==> src/rtl/response_distributor_if.sv <==
// Bundle of the upstream response channel and the per-requester return ports.
// The distributor sits on the slave side; the producer and consumers sit on the master side.
interface response_distributor_if #(
    parameter int NUM_REQUESTS                 = 3,
    parameter int SINGLE_REQUEST_WIDTH_IN_BITS = 64,
    parameter int NUM_REQUESTS_LOG2            = (NUM_REQUESTS > 1) ? $clog2(NUM_REQUESTS) : 1
);
    logic [SINGLE_REQUEST_WIDTH_IN_BITS-1:0]              response_in;
    logic                                                 response_valid_in;
    logic [NUM_REQUESTS_LOG2-1:0]                         response_dest_in;
    logic                                                 issue_ack_out;
    logic [SINGLE_REQUEST_WIDTH_IN_BITS*NUM_REQUESTS-1:0] response_packed_out;
    logic [NUM_REQUESTS-1:0]                              response_valid_packed_out;
    logic [NUM_REQUESTS-1:0]                              issue_ack_packed_in;
    logic                                                 dest_error_out;

    modport master (
        output response_in, response_valid_in, response_dest_in, issue_ack_packed_in,
        input  issue_ack_out, response_packed_out, response_valid_packed_out, dest_error_out
    );

    modport slave (
        input  response_in, response_valid_in, response_dest_in, issue_ack_packed_in,
        output issue_ack_out, response_packed_out, response_valid_packed_out, dest_error_out
    );
endinterface

==> src/rtl/response_distributor.sv <==
// Routes one response stream to NUM_REQUESTS requesters through a small FIFO per destination,
// so a stalled requester only blocks responses addressed to it.
module response_distributor #(
    parameter int NUM_REQUESTS                 = 3,
    parameter int SINGLE_REQUEST_WIDTH_IN_BITS = 64,
    parameter int FIFO_DEPTH                   = 2,
    parameter int NUM_REQUESTS_LOG2            = (NUM_REQUESTS > 1) ? $clog2(NUM_REQUESTS) : 1
) (
    input logic                   clk_in,
    input logic                   reset_in,
    response_distributor_if.slave bus
);
    localparam int W     = SINGLE_REQUEST_WIDTH_IN_BITS;
    localparam int PTR_W = $clog2(FIFO_DEPTH);
    localparam int CNT_W = PTR_W + 1;
    localparam logic [NUM_REQUESTS_LOG2:0] NUM_REQ_EXT = (NUM_REQUESTS_LOG2 + 1)'(NUM_REQUESTS);

    logic [W-1:0]     storage [NUM_REQUESTS][FIFO_DEPTH];
    logic [PTR_W-1:0] wr_ptr  [NUM_REQUESTS];
    logic [PTR_W-1:0] rd_ptr  [NUM_REQUESTS];
    logic [CNT_W-1:0] count   [NUM_REQUESTS];
    logic             dest_error;

    logic [NUM_REQUESTS-1:0]   full;
    logic [NUM_REQUESTS-1:0]   empty;
    logic [NUM_REQUESTS-1:0]   push;
    logic [NUM_REQUESTS-1:0]   pop;
    logic                      dest_in_range;
    logic                      dest_full;
    logic                      accept;
    logic [W*NUM_REQUESTS-1:0] packed_data;

    assign dest_in_range = ({1'b0, bus.response_dest_in} < NUM_REQ_EXT);

    // Upstream ack looks only at registered occupancy, never at the consumer acks,
    // so a full port is refused even if it drains this same cycle.
    always_comb begin
        full      = '0;
        empty     = '0;
        pop       = '0;
        dest_full = 1'b0;
        for (int k = 0; k < NUM_REQUESTS; k++) begin
            full[k]  = (count[k] == CNT_W'(FIFO_DEPTH));
            empty[k] = (count[k] == '0);
            pop[k]   = ~empty[k] & bus.issue_ack_packed_in[k];
            if (bus.response_dest_in == NUM_REQUESTS_LOG2'(k)) begin
                dest_full = full[k];
            end
        end
    end

    assign accept = bus.response_valid_in & (~dest_in_range | ~dest_full);

    always_comb begin
        push = '0;
        for (int k = 0; k < NUM_REQUESTS; k++) begin
            push[k] = accept & dest_in_range &
                      (bus.response_dest_in == NUM_REQUESTS_LOG2'(k));
        end
    end

    always_ff @(posedge clk_in) begin
        if (reset_in) begin
            dest_error <= 1'b0;
            for (int k = 0; k < NUM_REQUESTS; k++) begin
                wr_ptr[k] <= '0;
                rd_ptr[k] <= '0;
                count[k]  <= '0;
            end
        end else begin
            if (accept & ~dest_in_range) begin
                dest_error <= 1'b1;
            end
            for (int k = 0; k < NUM_REQUESTS; k++) begin
                if (push[k]) begin
                    storage[k][wr_ptr[k]] <= bus.response_in;
                    wr_ptr[k]             <= wr_ptr[k] + 1'b1;
                end
                if (pop[k]) begin
                    rd_ptr[k] <= rd_ptr[k] + 1'b1;
                end
                case ({push[k], pop[k]})
                    2'b10:   count[k] <= count[k] + 1'b1;
                    2'b01:   count[k] <= count[k] - 1'b1;
                    default: ;
                endcase
            end
        end
    end

    // Empty ports present zero rather than stale storage contents.
    always_comb begin
        packed_data = '0;
        for (int k = 0; k < NUM_REQUESTS; k++) begin
            if (!empty[k]) begin
                packed_data[k*W +: W] = storage[k][rd_ptr[k]];
            end
        end
    end

    assign bus.issue_ack_out             = accept;
    assign bus.response_packed_out       = packed_data;
    assign bus.response_valid_packed_out = ~empty;
    assign bus.dest_error_out            = dest_error;
endmodule

==> src/flat_wrapper.sv <==
// flat-port wrapper written by rule: the top's interface ports become plain ports
module response_distributor_flat 
#(
    parameter int NUM_REQUESTS                 = 3,
    parameter int SINGLE_REQUEST_WIDTH_IN_BITS = 64,
    parameter int FIFO_DEPTH                   = 2,
    parameter int NUM_REQUESTS_LOG2            = (NUM_REQUESTS > 1) ? $clog2(NUM_REQUESTS) : 1
)
  (clk_in, reset_in, bus_response_in, bus_response_valid_in, bus_response_dest_in, bus_issue_ack_packed_in, bus_issue_ack_out, bus_response_packed_out, bus_response_valid_packed_out, bus_dest_error_out);
  response_distributor_if #(.NUM_REQUESTS(NUM_REQUESTS), .SINGLE_REQUEST_WIDTH_IN_BITS(SINGLE_REQUEST_WIDTH_IN_BITS), .NUM_REQUESTS_LOG2(NUM_REQUESTS_LOG2)) bus_i ();
  input logic clk_in;
  input logic reset_in;
  input wire logic [$bits(bus_i.response_in)-1:0] bus_response_in;
  input wire logic [$bits(bus_i.response_valid_in)-1:0] bus_response_valid_in;
  input wire logic [$bits(bus_i.response_dest_in)-1:0] bus_response_dest_in;
  input wire logic [$bits(bus_i.issue_ack_packed_in)-1:0] bus_issue_ack_packed_in;
  output wire logic [$bits(bus_i.issue_ack_out)-1:0] bus_issue_ack_out;
  output wire logic [$bits(bus_i.response_packed_out)-1:0] bus_response_packed_out;
  output wire logic [$bits(bus_i.response_valid_packed_out)-1:0] bus_response_valid_packed_out;
  output wire logic [$bits(bus_i.dest_error_out)-1:0] bus_dest_error_out;
  assign bus_i.response_in = bus_response_in;
  assign bus_i.response_valid_in = bus_response_valid_in;
  assign bus_i.response_dest_in = bus_response_dest_in;
  assign bus_i.issue_ack_packed_in = bus_issue_ack_packed_in;
  assign bus_issue_ack_out = bus_i.issue_ack_out;
  assign bus_response_packed_out = bus_i.response_packed_out;
  assign bus_response_valid_packed_out = bus_i.response_valid_packed_out;
  assign bus_dest_error_out = bus_i.dest_error_out;
  response_distributor #(.NUM_REQUESTS(NUM_REQUESTS), .SINGLE_REQUEST_WIDTH_IN_BITS(SINGLE_REQUEST_WIDTH_IN_BITS), .FIFO_DEPTH(FIFO_DEPTH), .NUM_REQUESTS_LOG2(NUM_REQUESTS_LOG2)) u_core (.clk_in(clk_in), .reset_in(reset_in), .bus(bus_i));
endmodule
==> config.mk <==
export PLATFORM = sky130hd
export DESIGN_NAME = response_distributor_flat
export DESIGN_NICKNAME = d
export VERILOG_FILES = /design/src/rtl/response_distributor_if.sv /design/src/rtl/response_distributor.sv /design/src/flat_wrapper.sv
export SDC_FILE = /design/constraint.sdc
export NUM_CORES = 1
export LEC_CHECK = 0
export ABC_AREA = 0
export BUFFER_PORTS_ARGS = -buffer_cell sky130_fd_sc_hd__buf_2
export CAP_MARGIN = 0
export CORE_ASPECT_RATIO = 2
export CORE_UTILIZATION = 50
export CTS_CLUSTER_DIAMETER = 30
export DETAILED_ROUTE_END_ITERATION = 6
export PLACE_DENSITY = 0.73
export SLEW_MARGIN = 20
export SYNTH_ARGS = -nofsm -noshare
export SYNTH_HDL_FRONTEND = slang
export SYNTH_SLANG_ARGS = --single-unit
==> constraint.sdc <==
create_clock -name clk_in -period 10.95 [get_ports clk_in]
set_clock_uncertainty 0.15 [all_clocks]
set_input_delay 1.6425 -clock clk_in [delete_from_list [all_inputs] [get_ports clk_in]]
set_output_delay 1.6425 -clock clk_in [all_outputs]
set_load 0.05 [all_outputs]
==> results of run 1 <==
state kept, by name, indices dropped and copies added, names as in the netlist:
signal and flops:
u_core.count 6, u_core.storage 384, u_core.rd_ptr 3, u_core.wr_ptr 3, u_core.bus.dest_error_out 1
final timing paths:
check | endpoint | slack, ns
min reg2reg | u_core.bus.dest_error_out$_SDFFE_PP0P_ | 0.32
max | bus_response_packed_out[94] | 6.26
max reg2reg | u_core.storage[0][95]$_DFFE_PP_ | 8.10
min | u_core.bus.dest_error_out$_SDFFE_PP0P_ | 0.32
kinds of logic (layout without fill, tap and decap cells):
logic type / Yosys count / after routing / share of synthesized area (%)
DFF: 397 / 397 / 77.99
and+or+nand+nor: 238 / 238 / 6.422
muxes: 192 / 192 / 12.58
buffers and inverters: 50 / 366 / 1.376
AOI/OAI and AO/OA: 25 / 25 / 1.335
adders and majority gates: 3 / 3 / 0.2375
xor gates and xnor gates: 1 / 1 / 0.05735
other: 0 / 1 / 0
metrics by stage:
step | setup WS (ns) | total power, W | util, % | cell area, sq um | hold slack [ns]
floorplan | 5.133 | 0.002652 | - | 15270 | 0.3815
finish | 6.259 | 0.004443 | 61.71 | 18550 | 0.3242
CTS | 6.232 | 0.004470 | 61.70 | 18550 | 0.3296
detailed placement | 6.505 | 0.002972 | 56.66 | 17040 | 0.3165
global placement | 6.513 | 0.002966 | 56.66 | 17040 | 0.3179
global route | 6.123 | 0.004565 | 61.71 | 18550 | 0.3553
routing by layer:
metal / up-vias / share of wire (%)
li1: 3921 / -
met1: 4248 / 36
met2: 291 / 54
met3: 93 / 5.1
met4: 4 / 4.7
met5: - / 0.088
power by group:
part,switching [W],total [W],internal (W)
Clock,0.000595,0.00151,0.000915
Combinational,0.000950,0.00121,0.000260
Sequential,0.0000145,0.00172,0.00171
Total,0.00156,0.00444,0.00288
cells in the final DEF, fill, tap and decap left out, types with 2 or more instances in the layout:
cell type,netlist,layout
a21o_1,2,2
edfxtp_1,396,396
o211ai_1,2,2
or2_2,2,2
clkbuf_1,22,3
nor2_1,207,204
and2_4,0,2
clkinv_4,0,2
clkinv_2,0,5
a211oi_1,2,2
nor2b_4,0,2
clkinv_1,0,5
nor3b_1,2,2
inv_6,0,4
nor3b_2,2,2
nor2b_1,6,4
mux2i_1,192,192
clkbuf_16,0,44
nand2_1,4,4
nand2b_1,8,8
o21ai_0,5,5
inv_1,6,6
nor2_4,0,3
bufinv_16,0,7
o21a_1,2,2
clkinvlp_4,0,4
inv_8,0,3
buf_2,15,268
clkinv_8,0,2
buf_4,1,13
cell type report:
cell class,instances,area [sq um],area share (%)
antenna,1,2.502,0.01349
clock buffer,47,1112,5.995
clock inverter,32,402.9,2.172
inverter,6,22.52,0.1214
multi-input combinational,459,3202,17.26
sequential,397,11910,64.20
tap,368,460.4,2.482
timing repair buffer,281,1439,7.756
worst register-to-register path, delay by kind of cell (launching register included):
| family | cells | cell delay (ns) |
|---|---|---|
| compound gates | 1 | 0.33 |
| buf+inv | 1 | 0.77 |
| flops | 1 | 0.48 |
| simple gates | 3 | 0.67 |
==> run metrics, run 1 <==
worst vdd ir 0.1594 mV; Setup Viol. Count Final 0; Die ar. 31,290 sq um; Synth async-reset ratio 0%; clk sinks between 300 and 400; post-synth cell types 39; Seq cells post-synth 397; Max-Cap Viols 0; placed cell count approximately 1,500; DR vias 8,557; HP Start u_core.bus.dest_error_out$_SDFFE_PP0P_; crit path buf inv count 3; CP max stage delay 0.68 ns; EDFF count, synth ~400; Top delay family on crit path buffers and inverters; Required @ worst endpoint 9.16 ns; post-CTS sizing 0; initial antenna violation count 3; Worst Setup SP u_core.rd_ptr[0][1]$_SDFFCE_PP0P_; TritonCTS Buffers 43; Most Crowded Layer GR met2; post-CTS setup buffers 0; ys flop type edfxtp_1; die span in x ~130 um; GPL Wtd Cong 0.8021; Max FO, Critical Path 35; final hold viol count 0; Iter 0 DRT Violations approximately 460; ratio of final minimum period to clock period 42.84%; vias in the first global route 8,712; clk root buf clkbuf_16; row count 90; Setup crit end kind output port; Port-buffer cells roughly 270; IO Count 269; Worst-Margin Slew between 1 and 1.5 ns; cell taking the most area after synthesis edfxtp_1; Final TNS setup 0 ns; post-DP HPWL about 19,000 um; Pwr Density 239.5 nW/um^2; Slowest cell on crit path buf_4; status finished, violations left; Rel. slew slack about 25%; Worst setup SP type flop; worst hold stages 2; GR Util met3 3.802%; Die Span Y 249.2 um; Post-Layout Cell Count 1,591; Final Net Count 1,262; initial core utilization between 50% and 60%; share of layout cells above drive strength 1 30.52%; Worst EP arrival ~2.9 ns; Mapped Cells 906; Yosys top cell area share 77.86%; largest net degree at the start of global routing 66; sequential-to-total area share from yosys stat 77.99%; first-pass GRT wire length 49,410 um; Synth top cells by count edfxtp_1 (396), nor2_1 (207), mux2i_1 (192); Leak approximately 7 nW; R2R depth 5; core footprint 30,070 sq um; critical path type flop to output port; Area Overhead vs Synth 21.47%; unrepaired setup endpoints after global routing false; count of pins over their slew limit 0; Worst-path clk slew about 0.060 ns; Clk Latency, worst-skew pair 0.54 ns; Post-Syn Nets 980; routed vias/inst 5.378; TritonCTS clock tree yes; final worst path period need 4.691 ns; FF-to-FF Start u_core.count[1][1]$_SDFFCE_PN0P_; worst hold path type flop to flop; cts hold-fix bufs 0; clk buf depth 3; failing checks DRC; DRT Wirelength 33,990 um; first-pass iteration count of the detailed router 7; met1 usage approximately 23%; met2 Usage GRT 39.94%; htree depth 2; Synth warnings 0; Area contributors post-synth edfxtp_1 (78%), mux2i_1 (13%), nor2_1 (5.1%); Fmax roughly 210 MHz; Post-DRT Antenna Nets 0; Fillers 2,222; CP most frequent cell buf_4; WP depth 5; crit-path cells buf_4 > buf_4 > mux2i_1 > nor2_1 > buf_2; average cell area after synthesis around 17 sq um; All-Layer GR Usage between 20% and 30%; synthesized area 15,270 sq um; Overflow after GRT 0; WL/cell 21.36 um; DRC 15; most common cell in the netlist edfxtp_1
(Power assumes the default switching activity.)
==> run 2: changes to the inputs <==
--- a/config.mk
+++ b/config.mk
@@ -12,7 +12,7 @@
 export CORE_UTILIZATION = 50
 export CTS_CLUSTER_DIAMETER = 30
 export DETAILED_ROUTE_END_ITERATION = 6
-export PLACE_DENSITY = 0.73
+export PLACE_DENSITY = 0.75
 export SLEW_MARGIN = 20
 export SYNTH_ARGS = -nofsm -noshare
 export SYNTH_HDL_FRONTEND = slang
==> constraint.sdc (replaced) <==
create_clock -name clk_in -period 3.9 [get_ports clk_in]
set_clock_uncertainty 0.15 [all_clocks]
set_input_delay 0.585 -clock clk_in [delete_from_list [all_inputs] [get_ports clk_in]]
set_output_delay 0.585 -clock clk_in [all_outputs]
set_load 0.05 [all_outputs]
==> run 2 against run 1 <==
Compared with the run above: the flow still finishes with violations (DRC); sequential share of layout area fell by 0.052 points; register-to-register slack worse by 6.8 ns; global-route usage increased by 0.34 points; die area unchanged; first-iteration DRC count shrank 12%; critical path depth unchanged; non-clock buffer count grew 4; wire length is essentially flat; clock-buffer cell count decreased by 1; flip-flop and latch count stayed put; clock power grew to 2.6 times the previous value; via count rose by 0.49%; highest routed layer unchanged.
==> run metrics, run 2 (synthesis gave the netlist of run 1 again) <==
status finished, violations left (unchanged); failing checks DRC (unchanged); Post-DRT Antenna Nets 0 (unchanged); leading cell type in the layout, fill and taps excluded edfxtp_1 (unchanged); multi-input logic area 3202 sq um (unchanged); Worst setup SP type flop (unchanged); All-Layer GR Usage 21.85% (was 21.51%); ratio of final minimum period to clock period between 80% and 90%; commonest non-fill, non-tap cells in the layout edfxtp_1 (396), buf_2 (268), nor2_1 (204) (unchanged); Rel. slew slack 50.74% (was 25.12%); Post-Layout Cell Count 1,591 (unchanged); count of pins over their slew limit 0 (unchanged); die span in x 125.6 um (unchanged); largest net degree at the start of global routing 66 (unchanged); IO Count 269 (unchanged); Fmax roughly 320 MHz; Iter 0 DRT Violations 407 (was 463); worst hold path type input port to flop (was flop to flop); Pwr Density 657.0 nW/um^2 (was 239.5 nW/um^2); post-DP HPWL 21,940 um (was 19,420 um); initial core utilization 50.80% (unchanged); clk buf depth 3 (unchanged); crit-path cells nor2_4 > buf_4 > buf_4 > nor2_1 > buf_2 (was buf_4 > buf_4 > mux2i_1 > nor2_1 > buf_2); Max-Cap Viols 0 (unchanged); final worst path period need between 3 and 4 ns; GPL Wtd Cong 0.8482 (was 0.8021); Port-buffer cells 268 (unchanged); number of flip-flops in the largest register 384 (unchanged); critical path type flop to output port (unchanged); Seq. cell area 11,910 sq um (unchanged); initial antenna violation count 2 (was 3); post-CTS sizing 0 (unchanged); vias in the first global route 8,686 (was 8,712); routed vias/inst 5.405 (was 5.378); Worst-Margin Slew 0.7388 ns (was 1.123 ns); Die ar. 31,290 sq um (unchanged); DRT Wirelength 33,970 um (was 33,990 um); Worst EP arrival 2.39 ns (was 2.90 ns); Final TNS setup 0 ns (unchanged); clk root buf clkbuf_16 (unchanged); Setup crit end kind output port (unchanged); CP max stage delay 0.50 ns (was 0.68 ns); Overflow after GRT 0 (unchanged); Setup Viol. Count Final 0 (unchanged); Leak 7.079 nW (was 7.086 nW); first-pass GRT wire length 49,960 um (was 49,410 um); post-CTS setup buffers 0 (unchanged); clk sinks 397 (unchanged); Min Hold Slack 0.1389 ns (was 0.3242 ns); row count 90 (unchanged); core footprint 30,070 sq um (unchanged); WL/cell 21.35 um (was 21.36 um); DR vias 8,599 (was 8,557); CP most frequent cell buf_4 (unchanged); unrepaired setup endpoints after global routing false (unchanged); Worst-path clk slew 0.07 ns (was 0.06 ns); Required @ worst endpoint 3.16 ns (was 9.16 ns); final hold viol count 0 (unchanged); Area Overhead vs Synth 21.57% (was 21.47%); TritonCTS Buffers 41 (was 43); htree depth 2 (unchanged); DRC 12 (was 15); first-pass iteration count of the detailed router 6 (was 7); Clk Latency, worst-skew pair 0.54 ns (about the same); Die Span Y 249.2 um (unchanged); cts hold-fix bufs 0 (unchanged); placed cell count 1,515 (was 1,511); Slowest cell on crit path edfxtp_1 (was buf_4); Max FO, Critical Path 42 (was 35); share of layout cells above drive strength 1 30.61% (was 30.52%); worst vdd ir 0.5137 mV (was 0.1594 mV); Final Net Count 1,264 (was 1,262); Fillers 2,172 (was 2,222); TritonCTS clock tree yes (unchanged)
run 2: final cells by class:
class	instances	share of cell area [%]
sequential	397	64.15
timing repair buffer	285	8.450
clock buffer	46	5.856
inverter	6	0.1213
multi-input combinational	459	17.24
clock inverter	29	1.685
tap	368	2.480
antenna	1	0.01348
run 2: routing by layer:
layer  share of wire (%)  track usage (%)  vias up
li1                    -                -     3937
met1                  35            23.64     4255
met2                  54            39.43      309
met3                 5.3            3.157       96
met4                 5.7            14.25        2
met5               0.024                0        -
run 2: report_power, final:
group / switching, W / internal, W
Clock: 0.00168 / 0.00228
Sequential: 0.0000463 / 0.00479
Combinational: 0.00264 / 0.000750
run 2: worst paths after layout:
check	startpoint	endpoint	slack (ns)	cells past startpoint
max	u_core.count[0][0]$_SDFFCE_PN0P_	bus_response_packed_out[60]	0.77	5
min	bus_response_in[25]	u_core.storage[0][217]$_DFFE_PP_	0.14	1
max reg2reg	u_core.count[0][0]$_SDFFCE_PN0P_	u_core.storage[0][8]$_DFFE_PP_	1.27	6
min reg2reg	u_core.bus.dest_error_out$_SDFFE_PP0P_	u_core.bus.dest_error_out$_SDFFE_PP0P_	0.32	2
run 2: per-stage QoR:
stage	setup WS (ns)	area [sq um]	util [%]	power, W
after floorplan	0.3568	15280	-	0.007444
after global placement	1.159	17170	57.09	0.008322
after detailed placement	1.153	17170	57.09	0.008346
after CTS	0.7203	18570	61.75	0.01228
after global routing	0.6557	18570	61.76	0.01254
final	0.7719	18570	61.76	0.01220
run 2: worst max-delay path: cells and delay by family (launching register included):
| kind | cells | cell delay [ns] |
|---|---|---|
| flops | 1 | 0.50 |
| buf+inv | 3 | 1.09 |
| simple gates | 2 | 0.24 |
==> run 3: changes to the inputs <==
==> constraint.sdc (replaced) <==
create_clock -name clk_in -period 2.58 [get_ports clk_in]
set_clock_uncertainty 0.15 [all_clocks]
set_input_delay 0.387 -clock clk_in [delete_from_list [all_inputs] [get_ports clk_in]]
set_output_delay 0.387 -clock clk_in [all_outputs]
set_load 0.05 [all_outputs]
==> run 3 against run 2 <==
Compared with the run above: the flow still finishes with violations (DRC); largest cell class unchanged; cell area rose by 5.2%; sequential power grew 51%; flip-flop and latch count is the same; worst hold slack got worse by 0.073 ns; global-route usage grew 0.81 points; critical endpoint is now bus_response_packed_out[91].
==> run metrics, run 3 (synthesis gave the netlist of run 1 again) <==
sw frac 35.72% (was 35.86%); DRC 16 (was 12); number of flip-flops in the largest register 384 (unchanged); first-pass iteration count of the detailed router 7 (was 6); count of pins over their slew limit 0 (unchanged); worst vdd ir 0.7199 mV (was 0.5137 mV); Non-Filler Cell Area, Final 19,530 sq um (was 18,570 sq um); clk root buf clkbuf_16 (unchanged); Overflow after GRT 0 (unchanged); WL/cell 21.40 um (was 21.35 um); GPL Wtd Cong 0.8185 (was 0.8482); Setup Viol. Count Final 0 (unchanged); largest net degree at the start of global routing 65 (was 66); failing checks DRC (unchanged); Leak 7.483 nW (was 7.079 nW); switching power 0.006555 W (was 0.004375 W); worst hold path type input port to flop (unchanged); Clk pwr share 30.1% (was 32.5%); critical path type flop to output port (unchanged); Max-Cap Viols 0 (unchanged); final worst path period need about 2.6 ns; Setup crit end kind output port (unchanged); Die Span Y 249.2 um (unchanged); Met3 Wirelength 1825 um (was 1815 um); Worst EP arrival 2.03 ns (was 2.39 ns); Max FO, Critical Path 4 (was 42); first-pass GRT wire length 51,920 um (was 49,960 um); r2r setup slk 0.23 ns (was 1.27 ns); clk buf depth 3 (unchanged); logic gate share of total power 30.1% (was 27.8%); Fmax 390.3 MHz; Port-buffer cells 268 (unchanged); htree depth 2 (unchanged); Worst-path clk slew 0.06 ns (was 0.07 ns); Seq. cell area 11,910 sq um (unchanged); Worst setup SP type flop (unchanged); Pwr Density 939.6 nW/um^2 (was 657.0 nW/um^2); die span in x 125.6 um (unchanged); initial antenna violation count 1 (was 2); DR vias 8,889 (was 8,599); Worst-Margin Slew 0.5593 ns (was 0.7388 ns); Clk Latency, worst-skew pair 0.53 ns (was 0.54 ns); DRT Wirelength 35,800 um (was 33,970 um); Seq pwr share 39.8% (was 39.7%); Rel. slew slack 62.32% (was 50.74%); highest metal used met4 (was met5); Required @ worst endpoint 2.04 ns (was 3.16 ns); initial core utilization 50.80% (unchanged); TritonCTS clock tree yes (unchanged); P_int 0.01180 W (was 0.007825 W); Finished Core Util 64.96% (was 61.76%); multi-input logic area 3226 sq um (was 3202 sq um); core footprint 30,070 sq um (unchanged); Area Overhead vs Synth 27.88% (was 21.57%); placed inst area 17,480 sq um (was 17,170 sq um); All-Layer GR Usage 22.66% (was 21.85%); commonest non-fill, non-tap cells in the layout edfxtp_1 (396), buf_2 (256), nor2_1 (204) (was edfxtp_1 (396), buf_2 (268), nor2_1 (204)); Fillers 2,018 (was 2,172); vias in the first global route 8,974 (was 8,686); final hold viol count 0 (unchanged); routed vias/inst 5.313 (was 5.405); row count 90 (unchanged); ratio of final minimum period to clock period between 90% and 100%; leading cell type in the layout, fill and taps excluded edfxtp_1 (unchanged); Post-DRT Antenna Nets 0 (unchanged); share of layout cells above drive strength 1 30.14% (was 30.61%); Iter 0 DRT Violations 521 (was 407); post-DP HPWL 23,010 um (was 21,940 um); status finished, violations left (unchanged); IO Count 269 (unchanged); Die ar. 31,290 sq um (unchanged); WL met1 12,700 um (was 11,880 um); TritonCTS Buffers 40 (was 41); Final Net Count 1,352 (was 1,264); Min Hold Slack 0.06567 ns (was 0.1389 ns); clk sinks 397 (unchanged); metal2 WL 18,930 um (was 18,340 um)
run 3: cell count changes in the layout (fill, tap and decap cells not counted), moves of 2 or more:
cell and delta:
buf_12 +16, buf_2 -12, buf_4 +17, buf_6 +3, clkinv_1 +3, clkinv_2 +2, dlygate4sd3_1 +64, inv_12 -2
inv_6 -6
run 3: per-stage QoR:
stage                     setup WS, ns  setup TNS, ns  std cells  power [W]
after detailed placement        0.3291              0       1533    0.01278
after global routing         -0.008675      -0.008675       1673    0.01888
after CTS                     -0.01072       -0.03214       1668    0.01840
after global placement          0.3414              0       1533    0.01274
final                          0.01776              0       1673    0.01835
after floorplan               -0.04802         -3.073        906    0.01126
run 3: metal layers:
metal  track usage, %  vias to the layer above
li1                 -                     4101
met1            24.83                     4349
met2            39.86                      333
met3            3.780                      106
met4            15.51                        0
met5                0                        -
run 3: cell type report:
type,instances,share of cell area [%]
Antenna cell,1,0.01281
Clock buffer,44,5.311
Clock inverter,24,1.102
Inverter,6,0.1153
Multi-Input combinational cell,459,16.52
Sequential cell,397,60.99
Tap cell,368,2.357
Timing Repair Buffer,374,13.60
run 3: path summary, 6_finish.rpt:
check | to | cells after the start | startpoint
max reg2reg | u_core.count[0][0]$_SDFFCE_PN0P_ | 6 | u_core.count[1][0]$_SDFFCE_PN0P_
min reg2reg | u_core.bus.dest_error_out$_SDFFE_PP0P_ | 2 | u_core.bus.dest_error_out$_SDFFE_PP0P_
max | bus_response_packed_out[91] | 6 | u_core.rd_ptr[0][1]$_SDFFCE_PP0P_
min | u_core.bus.dest_error_out$_SDFFE_PP0P_ | 2 | reset_in
run 3: power by group through the flow:
stage	clock (W)	combinational (W)	sequential [W]
floorplan	0	0.00383	0.00743
global placement	0	0.00528	0.00746
detailed placement	0	0.00531	0.00747
CTS	0.00560	0.00549	0.00732
global route	0.00582	0.00574	0.00732
finish	0.00552	0.00552	0.00731
run 3: timing repair:
action	in CTS	in global routing
resized for setup	14	5
pin swaps	1	0
hold buffers	64	0
gates cloned	0	1
endpoints found under the setup margin	86	33
buffers inserted	3	3
hold endpoints to repair	384	0
run 3: critical path, cell delays in order (launching register included):
cell and delay, ns:
edfxtp_1 0.42, buf_12 0.16, buf_4 0.14, buf_4 0.16, mux2i_2 0.19, nor2_1 0.14
buf_2 0.29
